**src/rtl/lambda_call_pkg.sv**
```systemverilog
// Shared types for the call arbiter: FSM state encoding and default data width.
package lambda_call_pkg;

    localparam int DEFAULT_WIDTH = 32;

    typedef enum logic [1:0] {
        IDLE   = 2'd0,
        ISSUE  = 2'd1,
        RETURN = 2'd2
    } call_state_e;

endpackage

```
**src/rtl/call_arbiter_rr_pick.sv**
```systemverilog
// Combinational round-robin picker: first requester strictly after the pointer,
// wrapping modulo NUM_CALLERS (also correct for non-power-of-2 counts).
module rr_pick
    import lambda_call_pkg::*;
#(
    parameter int NUM_CALLERS = 2,
    parameter int IDX_W       = 3
) (
    input  logic [NUM_CALLERS-1:0] request,
    input  logic [IDX_W-1:0]       pointer,
    output logic [IDX_W-1:0]       grant,
    output logic                   grant_valid
);

    logic hit_s;

    function automatic logic [IDX_W:0] wrap_idx(input logic [IDX_W-1:0] base, input int offset);
        logic [IDX_W:0] sum;
        sum = {1'b0, base} + (IDX_W+1)'(offset);
        if (sum >= (IDX_W+1)'(NUM_CALLERS)) begin
            wrap_idx = sum - (IDX_W+1)'(NUM_CALLERS);
        end else begin
            wrap_idx = sum;
        end
    endfunction

    // Scan offsets from farthest to nearest so the nearest hit is the last one written.
    always_comb begin
        grant       = '0;
        grant_valid = 1'b0;
        hit_s       = 1'b0;
        for (int i = NUM_CALLERS; i >= 1; i--) begin
            for (int j = 0; j < NUM_CALLERS; j++) begin
                hit_s       = request[j] && (wrap_idx(pointer, i) == (IDX_W+1)'(j));
                grant       = hit_s ? IDX_W'(j) : grant;
                grant_valid = grant_valid | hit_s;
            end
        end
    end

endmodule

```
**src/rtl/call_arbiter.sv**
```systemverilog
// Lets NUM_CALLERS callers share one callee: round-robin grant, latched arguments,
// result returned to the granted caller with a one-cycle out pulse.
module call_arbiter
    import lambda_call_pkg::*;
#(
    parameter int WIDTH       = DEFAULT_WIDTH,
    parameter int NUM_CALLERS = 2,
    parameter int IDX_W       = 3
) (
    input  logic                         clock,
    input  logic                         reset,
    input  logic [NUM_CALLERS-1:0]       caller_request,
    input  logic [NUM_CALLERS*WIDTH-1:0] caller_in1,
    input  logic [NUM_CALLERS*WIDTH-1:0] caller_in2,
    output logic [NUM_CALLERS-1:0]       caller_out,
    output logic [WIDTH-1:0]             caller_result,
    output logic                         callee_request,
    output logic [WIDTH-1:0]             callee_in1,
    output logic [WIDTH-1:0]             callee_in2,
    input  logic                         callee_out,
    input  logic [WIDTH-1:0]             callee_result,
    output logic                         busy
);

    call_state_e state_r;
    call_state_e state_s;

    logic [IDX_W-1:0]       pick_grant_s;
    logic                   pick_valid_s;
    logic [WIDTH-1:0]       sel_in1_s;
    logic [WIDTH-1:0]       sel_in2_s;

    logic [IDX_W-1:0]       grant_r;
    logic [IDX_W-1:0]       ptr_r;
    logic [WIDTH-1:0]       arg1_r;
    logic [WIDTH-1:0]       arg2_r;
    logic [WIDTH-1:0]       result_r;

    logic                   callee_request_s;
    logic                   busy_s;
    logic [NUM_CALLERS-1:0] caller_out_s;
    logic                   callee_request_r;
    logic                   busy_r;
    logic [NUM_CALLERS-1:0] caller_out_r;

    function automatic logic [NUM_CALLERS-1:0] grant_onehot(input logic [IDX_W-1:0] idx);
        logic [NUM_CALLERS-1:0] vec;
        vec = '0;
        for (int k = 0; k < NUM_CALLERS; k++) begin
            vec[k] = (idx == IDX_W'(k));
        end
        return vec;
    endfunction

    rr_pick #(
        .NUM_CALLERS (NUM_CALLERS),
        .IDX_W       (IDX_W)
    ) u_rr_pick (
        .request     (caller_request),
        .pointer     (ptr_r),
        .grant       (pick_grant_s),
        .grant_valid (pick_valid_s)
    );

    // Argument mux selecting the winning caller's slices.
    always_comb begin
        sel_in1_s = '0;
        sel_in2_s = '0;
        for (int k = 0; k < NUM_CALLERS; k++) begin
            sel_in1_s = (pick_grant_s == IDX_W'(k)) ? caller_in1[k*WIDTH +: WIDTH] : sel_in1_s;
            sel_in2_s = (pick_grant_s == IDX_W'(k)) ? caller_in2[k*WIDTH +: WIDTH] : sel_in2_s;
        end
    end

    // State register.
    always_ff @(posedge clock or negedge reset) begin
        if (!reset) begin
            state_r <= IDLE;
        end else begin
            state_r <= state_s;
        end
    end

    // Next-state logic; the callee has no timeout, so ISSUE waits indefinitely.
    always_comb begin
        state_s = state_r;
        case (state_r)
            IDLE:    state_s = pick_valid_s ? ISSUE : IDLE;
            ISSUE:   state_s = callee_out ? RETURN : ISSUE;
            RETURN:  state_s = IDLE;
            default: state_s = IDLE;
        endcase
    end

    // Output decode from the next state so the output registers line up with state_r.
    always_comb begin
        callee_request_s = (state_s == ISSUE);
        busy_s           = (state_s != IDLE);
        if (state_s == RETURN) begin
            caller_out_s = grant_onehot(grant_r);
        end else begin
            caller_out_s = '0;
        end
    end

    // Output registers.
    always_ff @(posedge clock or negedge reset) begin
        if (!reset) begin
            callee_request_r <= 1'b0;
            busy_r           <= 1'b0;
            caller_out_r     <= '0;
        end else begin
            callee_request_r <= callee_request_s;
            busy_r           <= busy_s;
            caller_out_r     <= caller_out_s;
        end
    end

    // Datapath: grant/argument latch, result capture and pointer update.
    always_ff @(posedge clock or negedge reset) begin
        if (!reset) begin
            grant_r  <= '0;
            ptr_r    <= IDX_W'(NUM_CALLERS - 1);
            arg1_r   <= '0;
            arg2_r   <= '0;
            result_r <= '0;
        end else begin
            case (state_r)
                IDLE: begin
                    if (pick_valid_s) begin
                        grant_r <= pick_grant_s;
                        arg1_r  <= sel_in1_s;
                        arg2_r  <= sel_in2_s;
                    end
                end
                ISSUE: begin
                    if (callee_out) begin
                        result_r <= callee_result;
                    end
                end
                RETURN: begin
                    ptr_r <= grant_r;
                end
                default: begin
                    ptr_r <= ptr_r;
                end
            endcase
        end
    end

    assign callee_request = callee_request_r;
    assign callee_in1     = arg1_r;
    assign callee_in2     = arg2_r;
    assign caller_out     = caller_out_r;
    assign caller_result  = result_r;
    assign busy           = busy_r;

endmodule

```
**config.mk**
```make
export PLATFORM = sky130hd
export DESIGN_NAME = call_arbiter
export DESIGN_NICKNAME = d
export VERILOG_FILES = /design/src/rtl/lambda_call_pkg.sv /design/src/rtl/call_arbiter_rr_pick.sv /design/src/rtl/call_arbiter.sv
export SDC_FILE = /design/constraint.sdc
export NUM_CORES = 1
export LEC_CHECK = 0
export BUFFER_PORTS_ARGS = -buffer_cell sky130_fd_sc_hd__buf_2
export CAP_MARGIN = 10
export CORE_MARGIN = 2
export CORE_UTILIZATION = 30
export DETAILED_ROUTE_END_ITERATION = 10
export PLACE_DENSITY_LB_ADDON = 0.08
export SYNTH_ARGS = -nofsm -noshare
export SYNTH_HDL_FRONTEND = slang
export SYNTH_SLANG_ARGS = --single-unit
```
**constraint.sdc**
```tcl
create_clock -name clock -period 2.4 [get_ports clock]
set_input_delay 0.12 -clock clock [delete_from_list [all_inputs] [get_ports clock]]
set_output_delay 0.12 -clock clock [all_outputs]
set_load 0.05 [all_outputs]
```
## Word level (Yosys, flattened, before mapping)

Index checks and enable logic that the tools add are counted.
Widths: inputs -> output; s select.

| operators by class | value |
|---|---|
| reductions and logical operators | 12 |
| eq/ne operators | 8 |
| multiplexer cells | 13 |
| magnitude comparators | 2 |
| add/sub/neg operators | 4 |
| bitwise operators | 3 |

Operators by type and width:

| kind | number |
|---|---|
| $mux 32 | 4 |
| $eq 4x1->1 const B | 2 |
| $ge 4x2->1 const B | 2 |
| $logic_not 4->1 | 2 |
| $mux 4 | 2 |
| $sub 4x2->4 const B | 2 |
| $eq 3x1->1 const B | 2 |
| $logic_not 3->1 | 2 |
| $mux 3 | 2 |
| $add 3x1->4 const B | 1 |
| $add 3x2->4 const B | 1 |
| $eq 2x1->1 const B | 2 |
| $eq 2x2->1 const B | 2 |
| $logic_and 1x1->1 | 4 |
| $mux 2 | 2 |
| $pmux 2 s2 | 1 |
| $reduce_and 2->1 | 2 |
| $or 1x1->1 | 3 |
| $logic_not 2->1 | 1 |
| $mux 1 | 2 |
| $reduce_bool 2->1 | 1 |

| storage, ports and cells | value |
|---|---|
| word-level logic and storage cells | 51 |
| flip-flop bits (word level) | 108 |
| output and inout bits | 100 |

## Depth between registers and ports, before layout

| logic depth | value |
|---|---|
| depth in word-level cells | 12 |
| mapped depth | 5 |
| mapped depth without buffers | 3 |

## Modules after synthesis

A second synthesis with hierarchy kept.

| second synthesis, totals | value |
|---|---|
| cells, all modules | 419 |
| area, all modules | 5118.7 um^2 |

By module, submodules not included:

| module | instances | area each (um^2) | cells an instance | sequential area each (um^2) |
|---|---|---|---|---|
| call_arbiter | 1 | 4772.1 | 374 | 2703.8 |
| rr_pick | 1 | 346.6 | 45 | 0.0 |

## Worst setup path after synthesis

Ideal clock, no wire load.

| timing | value |
|---|---|
| path kind | register to register |
| start point | register ptr_r[0] |
| end point | register arg2_r[10], in the netlist callee_in2[10] |
| arrival | 1.495 ns |
| period minus slack after synthesis | 1.620 ns |
| setup time | 0.125 ns |
| path buffers | 2 |
| path slack | 0.780 ns |
| stages on the path, launching flop included | 6 |
| cells stage by stage | dfstp_2 -> a21bo_2 -> buf_6 -> buf_8 -> mux2_4 -> mux2_4 |

| between the ends | value |
|---|---|
| cells in the longest elaborated chain, start to end | 11 |
| elaborated cells between the ends (all ways) | 27 |
| classes of those cells | 4 x add/sub; 2 x order compare; 3 x eq/ne; 7 x mux; 3 x bitwise; 8 x reduce/logical |

Ends and longest elaborated chain:

| item | line | source |
|---|---|---|
| start, declared | call_arbiter.sv:34 | `logic [IDX_W-1:0] ptr_r;` |
| start signal, assigned | call_arbiter.sv:123 | `ptr_r <= IDX_W'(NUM_CALLERS - 1);` |
| start signal, assigned | call_arbiter.sv:142 | `ptr_r <= grant_r;` |
| start signal, assigned | call_arbiter.sv:145 | `ptr_r <= ptr_r;` |
| $add 3x2->4 | call_arbiter_rr_pick.sv:19 | `sum = {1'b0, base} + (IDX_W+1)'(offset);` |
| $sub 4x2->4 / $ge 4x2->1 (equally long branches) | call_arbiter_rr_pick.sv:21, call_arbiter_rr_pick.sv:20 |  |
| $mux 4 | call_arbiter_rr_pick.sv:20 | `if (sum >= (IDX_W+1)'(NUM_CALLERS)) begin` |
| $eq 4x1->1 | call_arbiter_rr_pick.sv:34 | `hit_s = request[j] && (wrap_idx(pointer, i) == (IDX_W+1)'(j));` |
| $logic_and 1x1->1 | call_arbiter_rr_pick.sv:34 |  |
| $mux 1 | call_arbiter_rr_pick.sv:35 | `grant = hit_s ? IDX_W'(j) : grant;` |
| $mux 3 (2 in a row) | call_arbiter_rr_pick.sv:35 |  |
| $logic_not 3->1 | call_arbiter.sv:71 | `sel_in2_s = (pick_grant_s == IDX_W'(k)) ? caller_in2[k*WIDTH +: WIDTH] : sel_in2_s;` |
| $mux 32 (2 in a row) | call_arbiter.sv:71 |  |
| end signal, assigned | call_arbiter.sv:133 | `arg2_r <= sel_in2_s;` |
| end, declared | call_arbiter.sv:36 | `logic [WIDTH-1:0] arg2_r;` |

Several ways; a longest one is shown, not always the timed one.
A chain may end at the register's enable or synchronous reset.

## Final worst setup path

| timing | value |
|---|---|
| start point | register ptr_r[0] |
| end point | register arg2_r[16], in the netlist callee_in2[16] |

Same word-level chain as after synthesis.

==> out/results.txt <==
status - finished clean
Die Y - 133.7 um
register area - 2604 sq um
CTS tree - yes
top-area cell type share of the netlist area - 51.07%
Final Max Tran Viols - 0
core area - 16,520 sq um
die area - 17,880 sq um
initial antenna violation count - 3
main combinational cell family by area after synthesis - multiplexers
Synth Cell Area - 5047 sq um
Clk network pwr share - 15.5%
initial core utilization - 30.54%
clock buffer count from CTS - 9
cell mode on critical path - mux2_2
Switch Pwr - 0.005449 W
area leader, netlist - dfrtp_1
sequential area share after synthesis - 51.59%
layout cells sized above 1 - 75.21%
setup TNS - 0 ns
grt total ovfl - 0
Worst Hold Class - primary input to flip-flop
Post-Synth Simple-Gate Area - 0.6941%
synth warn - 0
Compound-Gate Fraction of Synth Area - 0.7933%
slowest stage delay, CP - 0.54 ns
largest net degree at the start of global routing - 50
area used by multi-input combinational logic - 2267 sq um
peak supply drop - 0.8219 mV
reg2reg end - callee_in2[16]
nets - 761
WP data required - 2.63 ns
top cells by area, synth - dfrtp_1, mux2_4, mux2_2
commonest non-fill, non-tap cell in the layout - buf_2
Sw Ratio - 47.75%
synthesized flop and latch total - 104
drc violations - 0
Site Rows - 47
Die Width - 133.7 um
slew margin rel. - 70.96%
# diodes - 0
port bufs - 264
worst-skew pair later-pin latency - 0.35 ns
FF-to-FF path depth - 4
worst reg2reg path startpoint - ptr_r[0]
Clock Path Buffers - 2
start point of the worst hold path - caller_request[0]
CP arrival - 2.15 ns
Lkg Pwr - 3.733 nW
Finished Layout Cells - 821
Top Metal Used - met5
WL final - 12,830 um
Vias - 3,559
drt wl/cell - 15.63 um
max_cap viols - 0
WHS Endpoint - busy
# fillers - 1,544
post-CTS resize count - 0
ANT nets after route - 0
placed instance count - 772
crit path launch type - flip-flop
met2 routed WL - 6528 um
period utilization - 79.99%
worst hold stages - 3
type of destination of the critical path - flip-flop
Top Ports - 265
R2R setup slack - 0.48 ns
CTS clk-pin slew, worst paths - 0.08 ns
met3 wire len - 1008 um
Netlist cell types - 20
Seq pwr share - 27.1%
PwrDens - 1565 nW/um^2
synthesized net count - 464
design area - 7291 sq um
CP max-delay cell - dfstp_2
mux contribution to synthesized area - 43.18%
logic gate share of total power - 57.4%
RSZ-0062 raised after global routing - false
crit path max fanout - 26
Mean Syn Cell Area - 16.88 sq um
first-pass GRT wire length - 20,460 um
P_int - 0.005962 W
Synth Instances - 299
drt via density - 4.335
met1 wire length - 5056 um
cells along the critical path - a21bo_4 -> buf_12 -> mux2_2 -> mux2_2
# setup viols final - 0
hpwl dp - 9252 um
Clock Sinks - 104
Final Hold Violating Endpoints - 0
All-Layer GR Usage - 14.64%
slew at the pin with the worst max-slew slack - 0.4356 ns
Area Overhead vs Synth - 44.45%
Post-Synth XOR/XNOR Area - 0%
commonest non-fill, non-tap cells in the layout - buf_2, dfrtp_1, mux2_4
adder-cell share of the synthesized area - 0%
clk root buf - clkbuf_16
FMAX - 0.5209 GHz
Cell Area, Placed - 6600 sq um
vias in the first global route - 3,891
post-CTS setup buffers - 0
GP Congestion - 0.6761
clock skew - 0.01087 ns
1st-iter DRT viols - 83
H-tree levels - 3
WS Path Type - flip-flop to flip-flop
Total Power - 0.01141 W
min Tclk post-route - 1.920 ns
first drt pass iteration count - 4
CTS Hold Bufs - 33
==> power by group through the flow <==
stage / registers (W) / logic, W / clock network [W]
2_1_floorplan: 0.00612 / 0.00207 / 0
3_3_place_gp: 0.00310 / 0.00656 / 0
3_5_place_dp: 0.00312 / 0.00657 / 0
4_1_cts: 0.00311 / 0.00663 / 0.00184
5_1_grt: 0.00323 / 0.00683 / 0.00191
6_report: 0.00310 / 0.00655 / 0.00177
==> cell type report <==
type,count,area share (%)
multi-input combinational,173,31.10
tap,220,3.776
clock buffer,11,3.467
clock inverter,5,1.476
timing repair buffer,304,24.27
inverter,4,0.2059
sequential,104,35.71
==> registers in the layout (all words and copies together) (netlist names), 2 cells and up <==
name	cells
state_r	2
callee_in2	32
caller_result	32
caller_out	2
callee_in1	32
==> how the worst max path moves through the flow <==
stage | endpoint | start | cells after the start | slack, ns
finish | callee_in2[16] | ptr_r[0] | 4 | 0.48
global route | callee_in2[15] | ptr_r[0] | 4 | 0.43
CTS | callee_in2[16] | ptr_r[0] | 4 | 0.47
detailed placement | callee_in2[20] | ptr_r[0] | 4 | 0.49
global placement | callee_in2[16] | ptr_r[0] | 4 | 0.53
floorplan | callee_in2[10] | ptr_r[0] | 5 | 0.78
==> worst max-delay path, delay by kind of cell, from the launching register on <==
family	cells	cell delay [ns]
compound gates	1	0.35
buf+inv	1	0.28
flops	1	0.54
mux	2	0.62
==> through the flow <==
| stage | hold slack (ns) | util (%) | setup slack, ns |
|---|---|---|---|
| after floorplan | -0.1756 | - | 0.7804 |
| after global placement | 0.09009 | 39.94 | 0.5290 |
| after detailed placement | 0.08360 | 39.94 | 0.4871 |
| after CTS | 0.04820 | 44.12 | 0.4689 |
| after global routing | 0.06263 | 44.12 | 0.4289 |
| final | 0.06243 | 44.12 | 0.4801 |
==> logic make-up after synthesis <==
family | after synthesis
DFF | 104
muxes | 161
buffers and inverters | 22
AOI/OAI and AO/OA | 5
and+or+nand+nor | 7
==> metal layers <==
layer | up-vias | global-route usage, %
met5 | - | 0
met4 | 4 | 4.905
met3 | 17 | 5.441
met2 | 149 | 25.75
met1 | 1733 | 16.31
li1 | 1656 | -
==> Yosys cell counts, drive strengths merged <==
cell type / instances
mux2: 160
dfrtp: 103
buf: 17
inv: 4
nor2: 4
a31o: 2
nor3: 2
a21bo: 1
clkbuf: 1
dfstp: 1
mux2i: 1
nand3: 1
o21ai: 1
o31ai: 1
No activity file was read; power rests on OpenSTA's default activity.
